<file path="src/rtl/pixel_frame_pkg.sv">
// pixel_frame_pkg: shared types and constants for the ping-pong pixel frame writer
package pixel_frame_pkg;
    localparam int IN_WIDTH_DEFAULT = 784;
    localparam int NUM_BANKS = 2;
    typedef logic [7:0] pixel_t;
    typedef enum logic {FILL, WAIT_FREE} wr_state_e;
    function automatic int unsigned bank_base(input logic bank, input int unsigned width);
        return bank ? width : 0;
    endfunction
endpackage

</file>
<file path="src/rtl/pixel_frame_writer_if.sv">
// pixel_frame_writer_if: upstream pixel byte stream with valid/ready handshake
interface pixel_frame_writer_if #(parameter int DATA_W = 8) ();
    logic              s_valid;
    logic [DATA_W-1:0] s_data;
    logic              s_last;
    logic              s_ready;
    modport master (output s_valid, s_data, s_last, input s_ready);
    modport slave (input s_valid, s_data, s_last, output s_ready);
endinterface

</file>
<file path="src/rtl/frame_bank_tracker.sv">
// frame_bank_tracker: per-bank full flags and read-side pointer with complete/ack updates
module frame_bank_tracker
    import pixel_frame_pkg::*;
#(
    parameter int IN_WIDTH = IN_WIDTH_DEFAULT,
    parameter int ADDR_W = $clog2(2*IN_WIDTH)
) (
    input  logic                 clk,
    input  logic                 rst_n,
    input  logic                 complete,
    input  logic                 complete_bank,
    input  logic                 ack,
    output logic [NUM_BANKS-1:0] bank_full,
    output logic [NUM_BANKS-1:0] full_nxt,
    output logic                 frame_valid,
    output logic [ADDR_W-1:0]    rd_base
);
    logic rd_bank;
    logic ack_fire;
    assign frame_valid = bank_full[rd_bank];
    assign ack_fire = ack & frame_valid;
    assign rd_base = ADDR_W'(bank_base(rd_bank, IN_WIDTH));
    // completion and ack always address different banks, so both apply together
    always_comb full_nxt = (bank_full | (NUM_BANKS'(complete) << complete_bank))
                         & ~(NUM_BANKS'(ack_fire) << rd_bank);
    always_ff @(posedge clk or negedge rst_n) begin
        if (!rst_n) begin
            bank_full <= '0;
            rd_bank <= 1'b0;
        end else begin
            bank_full <= full_nxt;
            rd_bank <= rd_bank ^ ack_fire;
        end
    end
endmodule

</file>
<file path="src/rtl/pixel_frame_writer.sv">
// pixel_frame_writer: writes a pixel byte stream into a two-bank ping-pong image memory
module pixel_frame_writer
    import pixel_frame_pkg::*;
#(
    parameter int IN_WIDTH = IN_WIDTH_DEFAULT,
    parameter int DATA_W = 8,
    parameter int ADDR_W = $clog2(2*IN_WIDTH)
) (
    input  logic                 clk,
    input  logic                 rst_n,
    pixel_frame_writer_if.slave  s,
    output logic                 wr_en,
    output logic [ADDR_W-1:0]    wr_addr,
    output logic [DATA_W-1:0]    wr_data,
    output logic                 frame_valid,
    output logic [ADDR_W-1:0]    rd_base,
    input  logic                 frame_ack,
    output logic                 frame_err
);
    localparam int CNT_W = IN_WIDTH > 1 ? $clog2(IN_WIDTH) : 1;
    wr_state_e state, state_nxt;
    logic [CNT_W-1:0] pix_cnt;
    logic wr_bank, comp_pend, comp_bank;
    logic [NUM_BANKS-1:0] bank_full, full_nxt;
    logic accept, end_pix, drop, fin;
    assign accept = s.s_valid & s.s_ready;
    assign end_pix = pix_cnt == CNT_W'(IN_WIDTH-1);
    assign drop = accept & s.s_last & ~end_pix;
    assign fin = accept & end_pix;
    frame_bank_tracker #(.IN_WIDTH(IN_WIDTH), .ADDR_W(ADDR_W)) u_tracker (
        .clk(clk),
        .rst_n(rst_n),
        .complete(comp_pend),
        .complete_bank(comp_bank),
        .ack(frame_ack),
        .bank_full(bank_full),
        .full_nxt(full_nxt),
        .frame_valid(frame_valid),
        .rd_base(rd_base)
    );
    always_ff @(posedge clk or negedge rst_n) begin
        if (!rst_n) state <= FILL;
        else state <= state_nxt;
    end
    // decisions look at next-cycle fullness so an ack on the same edge is honoured
    always_comb state_nxt = (state == FILL) ? ((fin && full_nxt[~wr_bank]) ? WAIT_FREE : FILL)
                                            : (full_nxt[wr_bank] ? WAIT_FREE : FILL);
    always_comb s.s_ready = rst_n & (state == FILL) & ~bank_full[wr_bank];
    always_ff @(posedge clk or negedge rst_n) begin
        if (!rst_n) begin
            pix_cnt <= '0;
            wr_bank <= 1'b0;
            comp_pend <= 1'b0;
            comp_bank <= 1'b0;
            wr_en <= 1'b0;
            wr_addr <= '0;
            wr_data <= '0;
            frame_err <= 1'b0;
        end else begin
            wr_en <= accept & ~drop;
            frame_err <= drop;
            comp_pend <= fin;
            comp_bank <= wr_bank;
            if (accept) begin
                wr_addr <= ADDR_W'(bank_base(wr_bank, IN_WIDTH)) + ADDR_W'(pix_cnt);
                wr_data <= s.s_data;
                pix_cnt <= (drop | end_pix) ? '0 : pix_cnt + 1'b1;
                wr_bank <= wr_bank ^ end_pix;
            end
        end
    end
endmodule

</file>
<file path="src/flat_wrapper.sv">
// flat-port wrapper written by rule: the top's interface ports become plain ports
module pixel_frame_writer_flat import pixel_frame_pkg::*;
#(
    parameter int IN_WIDTH = IN_WIDTH_DEFAULT,
    parameter int DATA_W = 8,
    parameter int ADDR_W = $clog2(2*IN_WIDTH)
)
  (clk, rst_n, wr_en, wr_addr, wr_data, frame_valid, rd_base, frame_ack, frame_err, s_s_valid, s_s_data, s_s_last, s_s_ready);
  pixel_frame_writer_if #(.DATA_W(DATA_W)) s_i ();
  input  logic clk;
  input  logic rst_n;
  output logic wr_en;
  output logic [ADDR_W-1:0] wr_addr;
  output logic [DATA_W-1:0] wr_data;
  output logic frame_valid;
  output logic [ADDR_W-1:0] rd_base;
  input  logic frame_ack;
  output logic frame_err;
  input wire logic [$bits(s_i.s_valid)-1:0] s_s_valid;
  input wire logic [$bits(s_i.s_data)-1:0] s_s_data;
  input wire logic [$bits(s_i.s_last)-1:0] s_s_last;
  output wire logic [$bits(s_i.s_ready)-1:0] s_s_ready;
  assign s_i.s_valid = s_s_valid;
  assign s_i.s_data = s_s_data;
  assign s_i.s_last = s_s_last;
  assign s_s_ready = s_i.s_ready;
  pixel_frame_writer #(.IN_WIDTH(IN_WIDTH), .DATA_W(DATA_W), .ADDR_W(ADDR_W)) u_core (.clk(clk), .rst_n(rst_n), .s(s_i), .wr_en(wr_en), .wr_addr(wr_addr), .wr_data(wr_data), .frame_valid(frame_valid), .rd_base(rd_base), .frame_ack(frame_ack), .frame_err(frame_err));
endmodule
</file>
<file path="config.mk">
export PLATFORM = sky130hd
export DESIGN_NAME = pixel_frame_writer_flat
export DESIGN_NICKNAME = d
export VERILOG_FILES = /design/src/rtl/pixel_frame_pkg.sv /design/src/rtl/pixel_frame_writer_if.sv /design/src/rtl/frame_bank_tracker.sv /design/src/rtl/pixel_frame_writer.sv /design/src/flat_wrapper.sv
export SDC_FILE = /design/constraint.sdc
export NUM_CORES = 1
export LEC_CHECK = 0
export BUFFER_PORTS_ARGS = -buffer_cell sky130_fd_sc_hd__clkbuf_2
export CORE_ASPECT_RATIO = 1.4
export CORE_MARGIN = 8
export CORE_UTILIZATION = 49
export CTS_BUF_LIST = sky130_fd_sc_hd__clkbuf_2
export CTS_CLUSTER_SIZE = 8
export DETAILED_ROUTE_END_ITERATION = 6
export HOLD_SLACK_MARGIN = 0.12
export PLACE_DENSITY = 0.88
export SLEW_MARGIN = 10
export SYNTH_ARGS = -nofsm -noshare
export SYNTH_HDL_FRONTEND = slang
export SYNTH_SLANG_ARGS = --single-unit
</file>
<file path="constraint.sdc">
create_clock -name clk -period 1.97 [get_ports clk]
set_clock_uncertainty 0.15 [all_clocks]
set_input_delay 0.394 -clock clk [delete_from_list [all_inputs] [get_ports clk]]
set_output_delay 0.394 -clock clk [all_outputs]
set_load 0.01 [all_outputs]
</file>
==> metrics.yaml, run 1 <==
critical_path:
  critical_path.slowest_cell: "dfrtp_1"
  ff2ff_setup_slack_ps: 80
  reg2reg_from: "u_core.pix_cnt[5]$_DFFE_PN0N_"
  crit_end: "s_s_ready"
  critPathArrivalTime_ps: 1440
  cp_buf_inv_count: 1
  crit_family: "flip-flops"
  worst-path-max-fanout: 2
  worstSetupPathDepth: 3
  critical_path_launch_point: "u_core.wr_bank$_DFFE_PN0N_"
  worstPathCellList: "mux2_4 -> nor3b_2 -> buf_2"
  ff2ff_path_depth: 4
  crit-reg2reg-capture: "u_core.pix_cnt[6]$_DFFE_PN0N_"
  worst_setup_path_end_kind: "primary output"
  crit_path_launch_type: "flip-flop"
  worstSetupPathType: "reg -> out"
  cp.required_ps: 1430
  critPathMaxStageDelay_ps: 440
hold_path:
  hold_class: "in -> async"
placement:
  number_of_cells_in_the_design_after_placement: 271
  port_buffers: 38
  placed_cell_area_um2: 2080
  globalplace.congestion: 0.836
  placement.setup.worst_slack_ps: 78.9
  dp.final_hpwl_um: 3050
clock_network:
  clock_insertion_delay_worst_skew_ps: 390
  cts_tree: "built"
  cts_buffers: 5
  htreeDepth: 2
  clkSlewWorstSetupHoldPaths_ps: 190
  max-clock-path-buffers: 2
  cts.sink_count: 38
  root_buffer: "clkbuf_2"
global_routing:
  grt_start_max_net_pins: 38
  grt_antenna_before_repair: 0
  grt_first_pass_wirelength_um: 6780
  overflow: 0
  grt.total_usage_pct: 14.7
  first_global_vias: 1483
logic_synthesis:
  dominant_combinational_cell_family_by_area_after_synthesis: "simple AND/OR/NAND/NOR gates"
  synth_most_common_cell: "nand2_1"
  synth_common_cells: "50 x nand2_1, 38 x dfrtp_1, 11 x buf_4"
  mappedNetlistArea_um2: 1860
  ys_top_cells_by_area: "dfrtp_1 51%, nand2_1 10%, ha_1 4.7%, xnor2_1 4.7%, buf_4 4.4%"
  avgSynthCellArea_um2: 9.65
  synth_edf_count: 0
  ys_seq_elements: 38
  muxShareOfSynthArea_pct: 1.14
  synth_top_area_share_pct: 51.1
  synth-compound-area-share_pct: 6.72
  synth_fa_ha_area_share_pct: 4.70
  async_reset_ff_share_pct: 100
  area_fraction_in_and_or_nand_and_nor_cells_after_synthesis_pct: 22.2
  synthFlopType: "dfrtp_1"
  xor_xnor_share_of_the_synthesized_area_pct: 5.65
  synth-seq-area-share_pct: 51.1
  number_of_distinct_library_cells_after_synthesis: 38
  post-synth-top-area-cell: "dfrtp_1"
  instance_count_of_the_mapped_netlist: 193
  synth-warning-count: 0
detailed_routing:
  routedWlPerCell_um: 14.4
  topRoutingLayerUsed: "met4"
  vias: 1504
  wl_met3_um: 201
  drt_pass1_iterations: 4
  finalWirelength_um: 4220
  drt_first_iter_violations: 66
  met1Wirelength_um: 1750
  routed-wl-met2_um: 2160
  drt_drc_violations_left: 0
  detail_route.vias_per_cell: 5.13
  drt.antenna.violating_nets: 0
sta:
  unrepaired_setup_endpoints_after_global_routing: "yes"
  report.final.hold_viol_count: 0
  final_period_minus_worst_setup_slack_ps: 1980
  max_freq_mhz: 504
  timing.setup.tns_ps: -12.8
  layout_setup_ws_ps: -12.8
  setup-violations-final: 1
  min_period_over_period_pct: 101
  drv_slew: 0
die:
  io_pins: 47
  fp.coreArea_um2: 3640
  dieHeight_um: 88.9
  floorplan_die_area_um2: 6060
  die_x_um: 68.1
  initial_utilization_pct: 51.1
  num_rows: 26
outcome:
  failed_checks: "setup timing"
  run_status: "finished, violations left"
flow_run:
  max_cap_violations: 0
layout:
  layoutNonFillerInstCount: 293
  drive_above_1_share_pct: 26.7
  area.growth.synth_to_final_pct: 23.9
  post-route-cell-area_um2: 2310
  final_util_pct: 63.3
  diodes: 0
  finish.net_count: 270
power_and_ir_drop:
  cellPowerDensity_nw_per_um2: 1030
  power.ir.vdd_worst_mv: 0.718
  leakage_nw: 1.23
==> through the flow <==
stage | hold WS, ps | total power, W
floorplan | -51.6 | 0.00148
global placement | 57.7 | 0.00168
detailed placement | 60.1 | 0.00172
CTS | 184 | 0.00235
global route | 153 | 0.00250
finish | 172 | 0.00236
==> cells by family after synthesis <==
| group | after synthesis |
|---|---|
| compound gates | 19 |
| xor+xnor | 12 |
| fa+ha+maj | 7 |
| buf+inv | 26 |
| flops | 38 |
| mux | 2 |
| other cells | 1 |
| simple gates | 88 |
==> worst reg2reg max path, delay by kind of cell (launching register included) <==
| kind | cells | cell delay (ps) |
|---|---|---|
| compound gates | 1 | 230 |
| flops | 1 | 410 |
| simple gates | 3 | 1020 |
==> placed cells by master, fill, tap and decap left out, types with 3 or more instances in the layout <==
cell type	count
nand2_1	50
clkbuf_2	42
dfrtp_1	38
buf_4	14
nor2_1	10
xnor2_1	10
dlygate4sd3_1	10
conb_1	8
ha_1	7
inv_1	6
a21oi_1	6
nor3_1	5
o21ai_1	5
nand4_1	5
o21ai_0	3
nand3_1	3
nor4_1	3
==> how the worst min path moves through the flow <==
stage	startpoint	end	slack, ps	depth (start not counted)
global route	rst_n	u_core.pix_cnt[4]$_DFFE_PN0N_	150	2
CTS	rst_n	u_core.pix_cnt[4]$_DFFE_PN0N_	180	2
finish	rst_n	u_core.pix_cnt[4]$_DFFE_PN0N_	170	2
detailed placement	rst_n	u_core.pix_cnt[4]$_DFFE_PN0N_	60	1
floorplan	rst_n	u_core.comp_bank$_DFF_PN0_	-50	0
global placement	rst_n	u_core.pix_cnt[4]$_DFFE_PN0N_	60	1
==> sequential cells by signal, indices dropped and copies added, names as in the netlist <==
register and cells:
u_core.comp_bank 1, u_core.comp_pend 1, u_core.frame_err 1, u_core.pix_cnt 10, u_core.state 1, u_core.u_tracker.bank_full 2, u_core.u_tracker.rd_bank 1, u_core.wr_addr 11
u_core.wr_bank 1, u_core.wr_data 8, u_core.wr_en 1
==> area by class of cell <==
type | count | area, um2
tap | 42 | 52.6
timing repair buffer | 62 | 395
clock buffer | 5 | 25.0
inverter | 7 | 26.3
sequential | 38 | 951
multi-input combinational | 136 | 792
clock inverter | 3 | 63.8
fill | 302 | 1340
==> repair_timing <==
| action | 4_1_cts | 5_1_grt |
|---|---|---|
| hold buffers | 10 | 0 |
| setup buffers | 1 | 3 |
| endpoints found under the hold margin | 47 | 0 |
| endpoints found under the setup margin | 1 | 8 |
| gates resized for setup | 2 | 1 |
| pin swaps | 0 | 1 |
| gates cloned | 0 | 0 |
==> report_power, final <==
group / total (W) / switching [W] / internal, W
clock: 0.000599 / 0.000261 / 0.000338
sequential: 0.00105 / 0.000112 / 0.000939
combinational: 0.000715 / 0.000420 / 0.000295
==> per-layer routing <==
metal | track usage (%) | vias up
met5 | 0 | -
met4 | 7.85 | 0
met3 | 2.76 | 12
met2 | 25.9 | 50
met1 | 15.8 | 710
li1 | - | 732
Power figures use the tool's default switching activity.
==> run 2, diff against run 1 <==
RECOVER_POWER = 50   (was default)
==> run 2 against run 1 <==
Effect of this change: sequential power barely moved; core utilization did not move; maximum frequency is essentially flat; clock power about the same; the flow still finishes with violations (setup timing); global-route usage stayed put.
==> metrics.yaml, run 2 (same netlist as run 1, synthesis figures left out) <==
critical_path:
  reg2reg_from: "u_core.pix_cnt[5]$_DFFE_PN0N_"
  critical_path_launch_point: "u_core.wr_bank$_DFFE_PN0N_"
  crit_path_launch_type: "flip-flop"
  cp.required_ps: 1430  # about the same
  worstSetupPathType: "reg -> out"
  worst_setup_path_end_kind: "primary output"
  worst-path-max-fanout: 2  # unchanged
  crit-reg2reg-capture: "u_core.pix_cnt[6]$_DFFE_PN0N_"
  ff2ff_setup_slack_ps: 80  # about the same
  ff2ff_path_depth: 4  # unchanged
  critPathArrivalTime_ps: 1440  # about the same
  crit_end: "s_s_ready"
die:
  io_pins: 47  # unchanged
  die_x_um: 68.1  # unchanged
  floorplan_die_area_um2: 6060  # unchanged
  fp.coreArea_um2: 3640  # unchanged
  num_rows: 26  # unchanged
  initial_utilization_pct: 51.1  # unchanged
  dieHeight_um: 88.9  # unchanged
layout:
  finish.net_count: 270  # unchanged
  layout.cells.most_common_list: "50 x nand2_1, 42 x clkbuf_2, 38 x dfrtp_1"
  most_flops_register: "u_core.wr_addr"
  biggestRegsByFlops: "u_core.wr_addr x11, u_core.pix_cnt x10, u_core.wr_data x8"
  drive_above_1_share_pct: 26.7  # unchanged
  number_of_flip_flops_under_the_largest_register_name: 11  # unchanged
  area.growth.synth_to_final_pct: 23.9  # unchanged
  diodes: 0  # unchanged
  leading_cell_type_in_the_layout_fill_and_taps_excluded: "nand2_1"
  layoutNonFillerInstCount: 293  # unchanged
  post-route-cell-area_um2: 2310  # unchanged
outcome:
  failed_checks: "setup timing"
  run_status: "finished, violations left"
placement:
  number_of_cells_in_the_design_after_placement: 271  # unchanged
  placed_cell_area_um2: 2080  # unchanged
  port_buffers: 38  # unchanged
  placement.setup.worst_slack_ps: 78.9  # unchanged
  dp.final_hpwl_um: 3050  # unchanged
  globalplace.congestion: 0.836  # unchanged
sta:
  unrepaired_setup_endpoints_after_global_routing: "yes"
  setup-violations-final: 1  # unchanged
  layout_setup_ws_ps: -12.8  # -0.0447 ps
  final_period_minus_worst_setup_slack_ps: 1980  # +0.0447 ps
  max_freq_mhz: 504  # about the same
  hold-worst-slack_ps: 172  # -0.282 ps
  drv_slew: 0  # unchanged
  report.final.hold_viol_count: 0  # unchanged
  min_period_over_period_pct: 101  # about the same
detailed_routing:
  drt_first_iter_violations: 66  # unchanged
  drt.antenna.violating_nets: 0  # unchanged
  detail_route.vias_per_cell: 5.13  # unchanged
  routedWlPerCell_um: 14.4  # unchanged
  finalWirelength_um: 4220  # unchanged
  drt_drc_violations_left: 0  # unchanged
  drt_pass1_iterations: 4  # unchanged
  vias: 1504  # unchanged
clock_network:
  root_buffer: "clkbuf_2"
  cts_tree: "built"
  cts.sink_count: 38  # unchanged
  clock_insertion_delay_worst_skew_ps: 390  # about the same
  max-clock-path-buffers: 2  # unchanged
  htreeDepth: 2  # unchanged
  cts_buffers: 5  # unchanged
  clkSlewWorstSetupHoldPaths_ps: 190  # about the same
global_routing:
  grt_start_max_net_pins: 38  # unchanged
  grt.total_usage_pct: 14.7  # unchanged
  gr_met2_demand_resource_pct: 25.9  # unchanged
  grt_first_pass_wirelength_um: 6780  # unchanged
  gr-usage-met3_pct: 2.76  # unchanged
  overflow: 0  # unchanged
  grt_antenna_before_repair: 0  # unchanged
  first_global_vias: 1483  # unchanged
  grt-busiest-layer: "met2"
  grt.met1_usage_pct: 15.8  # unchanged
power_and_ir_drop:
  power.ir.vdd_worst_mv: 0.718  # about the same
  leakage_nw: 1.23  # unchanged
  cellPowerDensity_nw_per_um2: 1030  # about the same
  power_w: 0.00236  # about the same
flow_run:
  max_cap_violations: 0  # unchanged
hold_path:
  hold_class: "in -> async"
[run 2: how the worst min path moves through the flow]
| stage | to | depth (start not counted) | from | slack [ps] |
|---|---|---|---|---|
| floorplan | u_core.comp_bank$_DFF_PN0_ | 0 | rst_n | -50 |
| global placement | u_core.pix_cnt[4]$_DFFE_PN0N_ | 1 | rst_n | 60 |
| detailed placement | u_core.pix_cnt[4]$_DFFE_PN0N_ | 1 | rst_n | 60 |
| CTS | u_core.pix_cnt[4]$_DFFE_PN0N_ | 2 | rst_n | 180 |
| global route | u_core.pix_cnt[4]$_DFFE_PN0N_ | 2 | rst_n | 150 |
| finish | u_core.pix_cnt[4]$_DFFE_PN0N_ | 2 | rst_n | 170 |
[run 2: critical path, stage by stage, from the launching register on]
cell and delay (ps):
dfrtp_1 440, mux2_4 320, nor3b_2 140, buf_2 150
[run 2: routing by layer]
metal / routed length, um / up-vias
met5: 0 / -
met4: 115 / 0
met3: 201 / 12
met2: 2160 / 50
met1: 1750 / 710
li1: - / 732
[run 2: stage by stage]
step / setup TNS (ps) / util [%]
5_1_grt: -108 / 63.3
6_report: -12.8 / 63.3
4_1_cts: -55.9 / 62.7
3_5_place_dp: 0 / 57.0
3_3_place_gp: 0 / 57.0
2_1_floorplan: 0 / -
[run 2: power breakdown]
group | internal (W) | switching (W) | leakage [nW] | total, W
Clock | 0.000338 | 0.000261 | 0.0506 | 0.000599
Sequential | 0.000939 | 0.000112 | 0.503 | 0.00105
Combinational | 0.000295 | 0.000420 | 0.674 | 0.000715
[run 2: timing repair]
item / in CTS / in global routing
hold buffers: 10 / 0
endpoints found under the setup margin: 1 / 8
buffers inserted: 1 / 3
endpoints found under the hold margin: 47 / 0
pin swaps: 0 / 1
gates resized for setup: 2 / 1
[run 2: layout make-up]
| type | instances | area, um2 |
|---|---|---|
| clock buffers | 5 | 25.0 |
| multi-input cells | 136 | 792 |
| inverters | 7 | 26.3 |
| repair buffers | 62 | 395 |
| well taps | 42 | 52.6 |
| flip-flops and latches | 38 | 951 |
| fillers | 302 | 1340 |
| clock inverters | 3 | 63.8 |
